<file path="config.mk">
export PLATFORM = sky130hd
export DESIGN_NAME = seg_scan_ctrl
export DESIGN_NICKNAME = d
export VERILOG_FILES = /design/src/rtl/seg_scan_ctrl.sv
export SDC_FILE = /design/constraint.sdc
export NUM_CORES = 1
export LEC_CHECK = 0
export BUFFER_PORTS_ARGS = -buffer_cell sky130_fd_sc_hd__buf_2
export CAP_MARGIN = 0
export CORE_MARGIN = 10
export CORE_UTILIZATION = 55
export CTS_CLUSTER_DIAMETER = 30
export DETAILED_ROUTE_END_ITERATION = 8
export PLACE_DENSITY = 0.75
export SLEW_MARGIN = 20
export SYNTH_ARGS = -nofsm -noshare
export SYNTH_HDL_FRONTEND = slang
export SYNTH_SLANG_ARGS = --single-unit
export TNS_END_PERCENT = 100
</file>
<file path="constraint.sdc">
create_clock -name CLK -period 2.8 [get_ports CLK]
set_clock_uncertainty 0.15 [all_clocks]
set_input_delay 0.28 -clock CLK [delete_from_list [all_inputs] [get_ports CLK]]
set_output_delay 0.28 -clock CLK [all_outputs]
set_load 0.1 [all_outputs]
</file>
<file path="src/rtl/seg_scan_ctrl.sv">
// seg_scan_ctrl: time-multiplexed scan controller for a common-anode 7-segment display.
// Latency: all outputs registered; a LOAD is shown from the next frame boundary (or that same edge).
// Backpressure: none; READY is status only and LOAD is always accepted (last write wins).
// Optional: define LEADING_ZERO_BLANK_EN to keep leading-zero digit slots dark.
module seg_scan_ctrl #(
  parameter int NUM_DIGITS   = 4,
  parameter int REFRESH_DIV  = 50000,
  parameter int BLANK_CYCLES = 16
) (
  input  logic                    CLK,
  input  logic                    RST,
  input  logic                    LOAD,
  input  logic [4*NUM_DIGITS-1:0] VALUE,
  output logic                    READY,
  output logic [3:0]              BI_DIGIT,
  output logic [NUM_DIGITS-1:0]   AN
);

  localparam int VAL_W   = 4 * NUM_DIGITS;
  localparam int IDX_W   = $clog2(NUM_DIGITS);
  localparam int CNT_MAX = (REFRESH_DIV > BLANK_CYCLES) ? REFRESH_DIV : BLANK_CYCLES;
  localparam int CNT_W   = $clog2(CNT_MAX);

  localparam logic [CNT_W-1:0] BLANK_LAST = CNT_W'(BLANK_CYCLES - 1);
  localparam logic [CNT_W-1:0] DRIVE_LAST = CNT_W'(REFRESH_DIV - 1);
  localparam logic [IDX_W-1:0] IDX_LAST   = IDX_W'(NUM_DIGITS - 1);

  typedef enum logic {
    ST_BLANK = 1'b0,
    ST_DRIVE = 1'b1
  } state_t;

  state_t                  state_q;
  logic [CNT_W-1:0]        cnt_q;
  logic [IDX_W-1:0]        idx_q;
  logic [VAL_W-1:0]        disp_q;
  logic [VAL_W-1:0]        pend_q;
  // ready_q low means an update is waiting in pend_q.
  logic                    ready_q;
  logic [3:0]              bi_q;
  logic [NUM_DIGITS-1:0]   an_q;

  logic                    drive_end;
  logic                    commit;
  logic [IDX_W-1:0]        idx_d;
  logic [VAL_W-1:0]        disp_d;
  logic [NUM_DIGITS-1:0]   an_drive;

  // Frame-boundary detection, next digit index and the display value after a possible commit.
  always_comb begin
    drive_end = (state_q == ST_DRIVE) && (cnt_q == DRIVE_LAST);
    commit    = drive_end && (idx_q == IDX_LAST);
    idx_d     = idx_q;
    if (drive_end) begin
      idx_d = commit ? '0 : idx_q + 1'b1;
    end
    disp_d = disp_q;
    if (commit) begin
      // A LOAD landing on the commit edge skips the pending register entirely.
      if (LOAD) begin
        disp_d = VALUE;
      end else if (!ready_q) begin
        disp_d = pend_q;
      end
    end
  end

  // Anode pattern to apply when the current digit enters its drive window.
  always_comb begin
    an_drive        = '1;
    an_drive[idx_q] = 1'b0;
`ifdef LEADING_ZERO_BLANK_EN
    // Dark slot when this digit and every higher one are zero; digit 0 always lit.
    if ((idx_q != '0) && ((disp_q >> {idx_q, 2'b00}) == '0)) begin
      an_drive = '1;
    end
`endif
  end

  // Scan FSM, frame buffer and load handshake; every output is a register here.
  always_ff @(posedge CLK or posedge RST) begin
    if (RST) begin
      state_q <= ST_BLANK;
      cnt_q   <= '0;
      idx_q   <= '0;
      disp_q  <= '0;
      pend_q  <= '0;
      ready_q <= 1'b1;
      bi_q    <= 4'h0;
      an_q    <= '1;
    end else begin
      case (state_q)
        ST_BLANK: begin
          if (cnt_q == BLANK_LAST) begin
            state_q <= ST_DRIVE;
            cnt_q   <= '0;
            an_q    <= an_drive;
          end else begin
            cnt_q <= cnt_q + 1'b1;
          end
        end
        ST_DRIVE: begin
          if (drive_end) begin
            state_q <= ST_BLANK;
            cnt_q   <= '0;
            an_q    <= '1;
            // Nibble only moves on entry to BLANK so it is settled before the anode turns on.
            bi_q    <= disp_d[{idx_d, 2'b00} +: 4];
          end else begin
            cnt_q <= cnt_q + 1'b1;
          end
        end
        default: begin
          state_q <= ST_BLANK;
        end
      endcase

      idx_q  <= idx_d;
      disp_q <= disp_d;

      if (commit) begin
        ready_q <= 1'b1;
      end else if (LOAD) begin
        pend_q  <= VALUE;
        ready_q <= 1'b0;
      end
    end
  end

  assign READY    = ready_q;
  assign BI_DIGIT = bi_q;
  assign AN       = an_q;

endmodule
</file>
==> results of run 1 <==
-- Yosys cell counts (all sizes together) --
| cell | instances | area share |
|---|---|---|
| o22ai | 12 | 0.027 |
| mux2 | 15 | 0.060 |
| o31ai | 1 | 0.0027 |
| nor4 | 4 | 0.011 |
| nand3 | 13 | 0.023 |
| dfstp | 5 | 0.047 |
| ha | 5 | 0.022 |
| nand2 | 17 | 0.025 |
| buf | 3 | 0.0084 |
| o211ai | 2 | 0.0053 |
| inv | 11 | 0.015 |
| mux2i | 7 | 0.029 |
| or3 | 2 | 0.0044 |
| nor3 | 4 | 0.0071 |
| dfrtp | 55 | 0.49 |
| nor2 | 33 | 0.044 |
| xor2 | 9 | 0.028 |
| or2 | 2 | 0.0044 |
| o21a | 2 | 0.0053 |
| clkbuf | 8 | 0.018 |
| and3 | 5 | 0.012 |
| and2 | 1 | 0.0027 |
| xnor2 | 5 | 0.016 |
| a31o | 1 | 0.0031 |
| a21oi | 28 | 0.050 |
| nor2b | 4 | 0.0089 |
| a21o | 1 | 0.0027 |
| o211a | 1 | 0.0035 |
| and4 | 4 | 0.014 |
| o21ai | 9 | 0.016 |
-- cell type report --
class	instances	area share
Clock inverter	7	0.0301
Timing Repair Buffer	38	0.0671
Inverter	11	0.0126
Sequential cell	60	0.460
Clock buffer	9	0.0378
Tap cell	70	0.0267
Multi-Input combinational cell	187	0.366
-- cell families (layout without fill, tap and decap cells) --
family | count (synthesis) | in the layout | synth area share
AO/OA/AOI/OAI | 57 | 57 | 0.115
XOR/XNOR | 14 | 14 | 0.0434
adder cells (fa/ha/maj) | 5 | 5 | 0.0222
buffers and inverters | 22 | 65 | 0.0408
flip-flops | 60 | 60 | 0.534
multiplexers | 22 | 22 | 0.0891
AND/OR/NAND/NOR | 89 | 89 | 0.156
-- path summary, 6_finish.rpt --
kind,slack [ns],cells past startpoint,start,to
setup / recovery,0.33,7,cnt_q[5]$_DFF_PP0_,BI_DIGIT[3]$_DFFE_PP0P_
hold / removal,0.02,2,VALUE[7],pend_q[7]$_DFFE_PP0P_
setup reg to reg,0.33,7,cnt_q[5]$_DFF_PP0_,BI_DIGIT[3]$_DFFE_PP0P_
hold reg to reg,0.32,1,cnt_q[0]$_DFF_PP0_,cnt_q[0]$_DFF_PP0_
max in group asynchronous,1.29,4,RST,READY$_DFFE_PP1P_
min in group asynchronous,0.46,3,RST,state_q$_DFF_PP0_
-- registers in the layout, summed over array words and instances (netlist names) --
name      count
AN            4
idx_q         2
disp_q       16
BI_DIGIT      4
state_q       1
pend_q       16
READY         1
cnt_q        16
-- per-stage QoR --
stage	hold WS, ns	std cells	util
after global routing	0.0264	382	0.651
after detailed placement	0.286	365	0.604
after CTS	0.0134	382	0.651
after floorplan	0.275	269	-
final	0.0240	382	0.651
after global placement	0.268	365	0.604
-- layout by cell type, fill, tap and decap left out, types with 6 or more instances in the layout --
master and instances:
nand3_1 13, o21ai_0 8, buf_2 27, clkbuf_8 9, inv_1 10, dfrtp_1 55, mux2i_1 6, nor2_1 33
o22ai_1 12, buf_4 10, a21oi_1 28, nand2_1 16, xor2_1 9, mux2_2 15
-- layer usage --
metal / track usage / vias to the layer above / wire, um
met3: 0.0473 / 8 / 322
met4: 0.0836 / 0 / 78
met5: 0 / - / 0
met1: 0.179 / 1059 / 2670
met2: 0.264 / 46 / 3210
li1: - / 1013 / -
-- report_power, final --
part | internal [mW] | switching [mW]
Combinational | 0.0324 | 0.0384
Sequential | 0.889 | 0.0132
Clock | 0.506 | 0.369
Total | 1.43 | 0.421
==> results.sh, run 1 <==
export IMPL_slowest_delay_ns=0.45
export IMPL_num_vias=2126
export IMPL_grt_antenna_before_repair=0
export IMPL_grt_pass1_wl_mm=10.7
export IMPL_grt_overflow_total=0
export IMPL_ir_drop_mv=0.423
export IMPL_seq_area_frac_synth=0.534
export IMPL_gp_congestion=0.884
export IMPL_cts_resized=0
export IMPL_ys_types=40
export IMPL_pin_count=28
export IMPL_pre_cts_slack_ns=0.370
export IMPL_final_layout_size_suffix_gt1_frac=0.266
export IMPL_final_setup_tns_ns=0
export IMPL_dpl_instance_area_um2=3050
export IMPL_dieWidth_um=91.7
export IMPL_path_buf_inv=1
export IMPL_start_util=0.560
export IMPL_totalWireLength_mm=6.28
export IMPL_worstSetupStartpointType="flip-flop"
export IMPL_drv_cap=0
export IMPL_clkSinkCount=60
export IMPL_fillers=423
export IMPL_die_area_um2=8400
export IMPL_ant_nets=0
export IMPL_syn_num_nets=293
export IMPL_cts_root_buf="clkbuf_8"
export IMPL_die_height_um=91.7
export IMPL_p_leak_nw=1.55
export IMPL_ys_ff_latch=60
export IMPL_n_antenna_cell=0
export IMPL_p_total_mw=1.85
export IMPL_crit_chain="nor4_2 -> and4_1 -> nand2_4 -> mux2i_4 -> inv_1 -> mux2i_1 -> o211ai_1"
export IMPL_status="finished clean"
export IMPL_stdcell_area_um2=3280
export IMPL_cts_tree="yes"
export IMPL_setup_viol=0
export IMPL_syn_to_final_growth_pct=16.2
export IMPL_slew_viol_final=0
export IMPL_grt_setup_unrepaired="no"
export IMPL_required_ns=2.88
export IMPL_postSynthAreaPerCell_um2=10.5
export IMPL_seq_area_um2=1510
export IMPL_avgViaCountPerCell=5.57
export IMPL_final_nets=331
export IMPL_dr_pass1_iters=4
export IMPL_path_class="flip-flop to flip-flop"
export IMPL_drtIter0Drc=106
export IMPL_crit_path_end_kind="flip-flop"
export IMPL_powerDensity_nw_per_um2=564
export IMPL_htree_levels=3
export IMPL_cts_buffers=9
export IMPL_hpwl_mm=4.44
export IMPL_critPathSlowestCell="dfrtp_1"
export IMPL_finalHoldViolCount=0
export IMPL_tightest_slew_ns=0.697
export IMPL_max_freq_mhz=405
export IMPL_synthesis_area_um2=2820
export IMPL_cts_clk_slew_worst_paths_ns=0.07
export IMPL_grtUsageTotal=0.158
export IMPL_hold_path_class="input pin to flip-flop"
export IMPL_drc=0
export IMPL_post_route_period_util=0.882
export IMPL_yosys_warnings=0
export IMPL_hold_buffers=1
export IMPL_port_buffer_count=27
export IMPL_period_minus_slack_ns=2.47
export IMPL_worst_slack_ns=0.329
export IMPL_arrival_ns=2.55
export IMPL_multi_input_area_um2=1200
export IMPL_syn_inst=269
export IMPL_cp_max_fo=8
export IMPL_grt_max_degree=34
export IMPL_insertion_delay_ns=0.35
export IMPL_cp_top_family="simple AND/OR/NAND/NOR gates"
export IMPL_grt_pass1_vias=2250
export IMPL_core_area_um2=5040
export IMPL_post_cts_setup_buffer_count=0
export IMPL_wire_per_inst_um=16.4
export IMPL_fp_row_count=26
export IMPL_max_slew_margin=0.535
export IMPL_clk_path_buf_depth=2
No activity file was read; power rests on OpenSTA's default activity.
==> run 2: changes to the inputs <==
--- a/config.mk
+++ b/config.mk
@@ -7,11 +7,13 @@
 export LEC_CHECK = 0
 export BUFFER_PORTS_ARGS = -buffer_cell sky130_fd_sc_hd__buf_2
 export CAP_MARGIN = 0
+export CELL_PAD_IN_SITES_DETAIL_PLACEMENT = 1
+export CELL_PAD_IN_SITES_GLOBAL_PLACEMENT = 2
 export CORE_MARGIN = 10
-export CORE_UTILIZATION = 55
+export CORE_UTILIZATION = 38
 export CTS_CLUSTER_DIAMETER = 30
 export DETAILED_ROUTE_END_ITERATION = 8
-export PLACE_DENSITY = 0.75
+export PLACE_DENSITY_LB_ADDON = 0.1
 export SLEW_MARGIN = 20
 export SYNTH_ARGS = -nofsm -noshare
 export SYNTH_HDL_FRONTEND = slang
==> run 2 against run 1 <==
- non-clock buffer count is 1 lower
- sequential share of layout area fell by 0.19 points
- power fell by 5.3%
- register-to-register slack got worse by 0.04 ns
- clock power shrank 11%
- combinational power barely moved
- global-route usage is 2.9 points lower
- critical endpoint unchanged
- sequential power barely moved
- utilization shrank 20 points
- setup slack got worse by 0.037 ns
- die area is 34% higher
- largest power group unchanged
- via count shrank 1.7%
==> results.sh, run 2 (same netlist as run 1, synthesis figures left out) <==
export IMPL_status="finished clean"
export IMPL_arrival_ns=2.56
export IMPL_port_buffer_count=27
export IMPL_worstSetupStartpointType="flip-flop"
export IMPL_grtUsageTotal=0.130
export IMPL_drc=0
export IMPL_multi_input_area_um2=1200
export IMPL_hold_path_class="input pin to flip-flop"
export IMPL_comb_power_share=0.041
export IMPL_clkPwrFrac=0.444
export IMPL_cts_tree="yes"
export IMPL_grt_setup_unrepaired="no"
export IMPL_min_delay_path_depth=2
export IMPL_insertion_delay_ns=0.34
export IMPL_p_int_mw=1.36
export IMPL_ir_drop_mv=0.270
export IMPL_finalHoldViolCount=0
export IMPL_syn_to_final_growth_pct=16.7
export IMPL_grt_antenna_before_repair=0
export IMPL_whs_endpoint="pend_q[15]$_DFFE_PP0P_"
export IMPL_top_regs="cnt_q (16), disp_q (16), pend_q (16)"
export IMPL_cts_root_buf="clkbuf_8"
export IMPL_ant_nets=0
export IMPL_grt_pass1_wl_mm=11.6
export IMPL_required_ns=2.86
export IMPL_cts_buffers=9
export IMPL_p_leak_nw=1.53
export IMPL_fillers=841
export IMPL_drtIter0Drc=48
export IMPL_avgViaCountPerCell=5.10
export IMPL_crit_path_end_kind="flip-flop"
export IMPL_max_freq_mhz=399
export IMPL_max_slew_margin=0.542
export IMPL_reg2reg_slack_ns=0.29
export IMPL_start_util=0.389
export IMPL_dieWidth_um=106
export IMPL_seq_area_um2=1510
export IMPL_cp_max_fo=8
export IMPL_htree_levels=3
export IMPL_clk_path_buf_depth=2
export IMPL_grt_max_degree=32
export IMPL_worst_slack_ns=0.292
export IMPL_final_common_cell="dfrtp_1"
export IMPL_powerDensity_nw_per_um2=531
export IMPL_n_antenna_cell=0
export IMPL_wire_per_inst_um=17.0
export IMPL_timing_rr_start="cnt_q[5]$_DFF_PP0_"
export IMPL_grt_pass1_vias=2283
export IMPL_layout_common_cells="dfrtp_1 (55), nor2_1 (33), a21oi_1 (28)"
export IMPL_path_class="flip-flop to flip-flop"
export IMPL_slew_viol_final=0
export IMPL_period_minus_slack_ns=2.51
export IMPL_final_nets=330
export IMPL_r2r_end="BI_DIGIT[3]$_DFFE_PP0P_"
export IMPL_totalWireLength_mm=6.96
export IMPL_netSwitchingFraction=0.224
export IMPL_core_area_um2=7250
export IMPL_num_vias=2089
export IMPL_dr_pass1_iters=4
export IMPL_post_route_period_util=0.896
export IMPL_tightest_slew_ns=0.686
export IMPL_hold_start="VALUE[15]"
export IMPL_p_seq_frac=0.515
export IMPL_grt_overflow_total=0
export IMPL_final_layout_size_suffix_gt1_frac=0.257
export IMPL_setup_viol=0
export IMPL_switchingPower_uw=392
export IMPL_die_height_um=106
export IMPL_gp_congestion=0.749
export IMPL_p_total_mw=1.75
export IMPL_pre_cts_slack_ns=0.330
export IMPL_worstRegToRegCells=7
export IMPL_hpwl_mm=5.20
export IMPL_pin_count=28
export IMPL_clkSinkCount=60
export IMPL_die_area_um2=11300
export IMPL_final_setup_tns_ns=0
export IMPL_drv_cap=0
export IMPL_cts_clk_slew_worst_paths_ns=0.08
export IMPL_fp_row_count=31
## run 2: final cells by class
cell class / instances / share of cell area
sequential: 60 / 0.458
multi-input combinational: 187 / 0.365
timing repair buffer: 37 / 0.0684
clock buffer: 12 / 0.0441
tap: 99 / 0.0376
clock inverter: 4 / 0.0152
inverter: 11 / 0.0125
## run 2: worst max-delay path: stages (launching register included)
cell and delay, ns:
dfrtp_1 0.45, nor4_2 0.35, and4_1 0.46, nand2_4 0.13
mux2i_4 0.32, mux2_2 0.37, nand2_1 0.07, o211ai_1 0.09
## run 2: worst max path at each step
| stage | start | endpoint | slack (ns) |
|---|---|---|---|
| 2_1_floorplan | READY$_DFFE_PP1P_ | BI_DIGIT[1]$_DFFE_PP0P_ | 0.23 |
| 3_3_place_gp | cnt_q[5]$_DFF_PP0_ | BI_DIGIT[3]$_DFFE_PP0P_ | 0.43 |
| 3_5_place_dp | cnt_q[5]$_DFF_PP0_ | BI_DIGIT[3]$_DFFE_PP0P_ | 0.33 |
| 4_1_cts | cnt_q[5]$_DFF_PP0_ | BI_DIGIT[3]$_DFFE_PP0P_ | 0.30 |
| 5_1_grt | cnt_q[5]$_DFF_PP0_ | BI_DIGIT[3]$_DFFE_PP0P_ | 0.17 |
| 6_report | cnt_q[5]$_DFF_PP0_ | BI_DIGIT[3]$_DFFE_PP0P_ | 0.29 |
## run 2: routing by layer
metal,GRT usage,vias to the layer above,routed length [um]
li1,-,1006,-
met1,0.153,1050,3140
met2,0.219,23,3480
met3,0.0308,10,214
met4,0.0609,0,133
met5,0,-,0
## run 2: per-stage QoR
step	std cells	hold WS, ns	util	instance area (um^2)
finish	410	0.0319	0.454	3290
global route	410	0.0283	0.454	3290
CTS	410	0.0210	0.454	3290
detailed placement	393	0.272	0.426	3090
global placement	393	0.272	0.426	3090
floorplan	269	0.275	-	2820
## run 2: power by group through the flow
stage | clock network [mW] | registers, mW | logic, mW
finish | 0.777 | 0.901 | 0.0711
global route | 0.845 | 0.904 | 0.0808
CTS | 0.801 | 0.901 | 0.0736
detailed placement | 0 | 0.918 | 0.0725
global placement | 0 | 0.917 | 0.0702
floorplan | 0 | 0.914 | 0.0432
## run 2: what timing repair did
item | CTS | global route
hold buffers | 1 | 0
setup buffers | 0 | 0
resized for setup | 0 | 0
hold endpoints to repair | 25 | 0
==> run 3: changes to the inputs <==
--- a/config.mk
+++ b/config.mk
@@ -13,6 +13,7 @@
 export CORE_UTILIZATION = 38
 export CTS_CLUSTER_DIAMETER = 30
 export DETAILED_ROUTE_END_ITERATION = 8
+export GPL_TIMING_DRIVEN = 0
 export PLACE_DENSITY_LB_ADDON = 0.1
 export SLEW_MARGIN = 20
 export SYNTH_ARGS = -nofsm -noshare
==> run 3 against run 2 <==
- via count increased by 1.7%
- worst hold slack lost 0.012 ns
- utilization fell by 0.086 points
- global-route usage is 0.37 points higher
- register-to-register slack got worse by 0.14 ns
- critical path depth increased by 2
- wire length increased by 2.3%
- power down 4.0%
- cell area shrank 0.19%
- sequential power about the same
- count of clock-buffer cells in the layout down 3
==> results.sh, run 3 (same netlist as run 1, synthesis figures left out) <==
export IMPL_grtUsageTotal=0.133
export IMPL_grt_setup_unrepaired="no"
export IMPL_die_area_um2=11300
export IMPL_hpwl_mm=5.06
export IMPL_clkSinkCount=60
export IMPL_grt_overflow_total=0
export IMPL_die_height_um=106
export IMPL_crit_path_end_kind="flip-flop"
export IMPL_critPathSlowestCell="nor2_1"
export IMPL_cp_max_fo=8
export IMPL_post_cts_setup_buffer_count=0
export IMPL_required_ns=2.88
export IMPL_avgViaCountPerCell=5.17
export IMPL_final_cells=411
export IMPL_worstSetupStartpointType="flip-flop"
export IMPL_cts_buffers=9
export IMPL_max_slew_margin=0.545
export IMPL_period_minus_slack_ns=2.65
export IMPL_start_util=0.389
export IMPL_core_area_um2=7250
export IMPL_worst_slack_ns=0.151
export IMPL_pin_count=28
export IMPL_final_nets=331
export IMPL_grt_pass1_vias=2309
export IMPL_ant_nets=0
export IMPL_finish_utilization=0.453
export IMPL_n_antenna_cell=0
export IMPL_max_freq_mhz=378
export IMPL_post_route_period_util=0.946
export IMPL_cts_tree="yes"
export IMPL_slew_viol_final=0
export IMPL_drc=0
export IMPL_num_vias=2124
export IMPL_powerDensity_nw_per_um2=511
export IMPL_crit_chain="ha_1 -> and3_1 -> clkbuf_1 -> nand3_1 -> nor2_1 -> a21oi_1 -> mux2_2 -> nand2_1 -> o211ai_1"
export IMPL_placed_cells=395
export IMPL_finalHoldViolCount=0
export IMPL_final_layout_size_suffix_gt1_frac=0.256
export IMPL_grt_antenna_before_repair=0
export IMPL_port_buffer_count=26
export IMPL_tightest_slew_ns=0.680
export IMPL_grt_max_degree=38
export IMPL_grt_pass1_wl_mm=12.0
export IMPL_totalWireLength_mm=7.12
export IMPL_dieWidth_um=106
export IMPL_final_setup_tns_ns=0
export IMPL_htree_levels=3
export IMPL_hold_path_class="input pin to flip-flop"
export IMPL_final_common_cell="dfrtp_1"
export IMPL_setup_viol=0
export IMPL_p_leak_nw=1.52
export IMPL_cts_root_buf="clkbuf_8"
export IMPL_insertion_delay_ns=0.35
export IMPL_fp_row_count=31
export IMPL_pre_cts_slack_ns=0.0507
export IMPL_cp_top_family="simple AND/OR/NAND/NOR gates"
export IMPL_gp_congestion=0.757
export IMPL_syn_to_final_growth_pct=16.4
export IMPL_path_buf_inv=1
export IMPL_arrival_ns=2.73
export IMPL_status="finished clean"
export IMPL_clk_path_buf_depth=2
export IMPL_wire_per_inst_um=17.3
export IMPL_cts_clk_slew_worst_paths_ns=0.08
export IMPL_layout_common_cells="dfrtp_1 (55), nor2_1 (33), a21oi_1 (28)"
export IMPL_path_class="flip-flop to flip-flop"
export IMPL_slowest_delay_ns=0.56
export IMPL_dr_pass1_iters=4
export IMPL_top_regs="cnt_q (16), disp_q (16), pend_q (16)"
export IMPL_drtIter0Drc=76
export IMPL_ir_drop_mv=0.208
export IMPL_drv_cap=0
[run 3: cell types whose count changed in the layout (fill, tap and decap cells not counted), sizes merged]
| cell | change |
|---|---|
| buf | -6 |
| clkbuf | +4 |
| clkinv | +3 |
| bufinv | -1 |
| inv | +1 |
[run 3: per-layer routing]
| metal | wire [um] | share of wire | global-route usage | up-vias |
|---|---|---|---|---|
| met5 | 0 | 0 | 0 | - |
| met4 | 138 | 0.019 | 0.0667 | 0 |
| met3 | 231 | 0.032 | 0.0266 | 11 |
| met2 | 3510 | 0.49 | 0.222 | 32 |
| met1 | 3240 | 0.45 | 0.161 | 1060 |
| li1 | - | - | - | 1021 |
[run 3: power breakdown]
part / total [mW] / switching, mW / internal, mW
Sequential: 0.901 / 0.0115 / 0.889
Combinational: 0.0730 / 0.0396 / 0.0334
Clock: 0.706 / 0.383 / 0.323
[run 3: path summary, 6_finish.rpt]
check | from | endpoint | slack (ns) | cells after the start
worst min-delay path | VALUE[3] | pend_q[3]$_DFFE_PP0P_ | 0.02 | 2
worst max register to register | cnt_q[0]$_DFF_PP0_ | BI_DIGIT[3]$_DFFE_PP0P_ | 0.15 | 9
max in group asynchronous | RST | AN[1]$_DFFE_PP1P_ | 1.64 | 4
min in group asynchronous | RST | pend_q[13]$_DFFE_PP0P_ | 0.29 | 3
worst max-delay path | cnt_q[0]$_DFF_PP0_ | BI_DIGIT[3]$_DFFE_PP0P_ | 0.15 | 9
worst min register to register | cnt_q[0]$_DFF_PP0_ | cnt_q[0]$_DFF_PP0_ | 0.31 | 1
[run 3: layout make-up]
cell class | count | area (um^2)
fill | 843 | 3970
buffer | 10 | 70.1
inverter | 11 | 43.8
clock inverter | 7 | 51.3
multi-input combinational | 187 | 1210
timing repair buffer | 28 | 160
tap | 99 | 124
clock buffer | 9 | 124
sequential | 60 | 1510
[run 3: timing repair]
item                       CTS  global route
setup endpoints to repair    0            18
hold endpoints to repair    23             0
gates resized for setup      0             2
hold buffers                 1             0
[run 3: worst register-to-register path: stages (launching register included)]
cell	delay [ns]
dfrtp_1	0.37
ha_1	0.21
and3_1	0.16
clkbuf_1	0.24
nand3_1	0.19
nor2_1	0.57
a21oi_1	0.19
mux2_2	0.30
nand2_1	0.07
o211ai_1	0.08
[run 3: per-stage QoR]
stage                     power, mW  hold WS [ns]  cell area [um^2]
final                          1.68        0.0201              3290
after global routing           1.75        0.0190              3290
after CTS                      1.70       0.00716              3290
after detailed placement      0.991         0.125              3100
after global placement        0.983         0.300              3080
after floorplan               0.957         0.275              2820
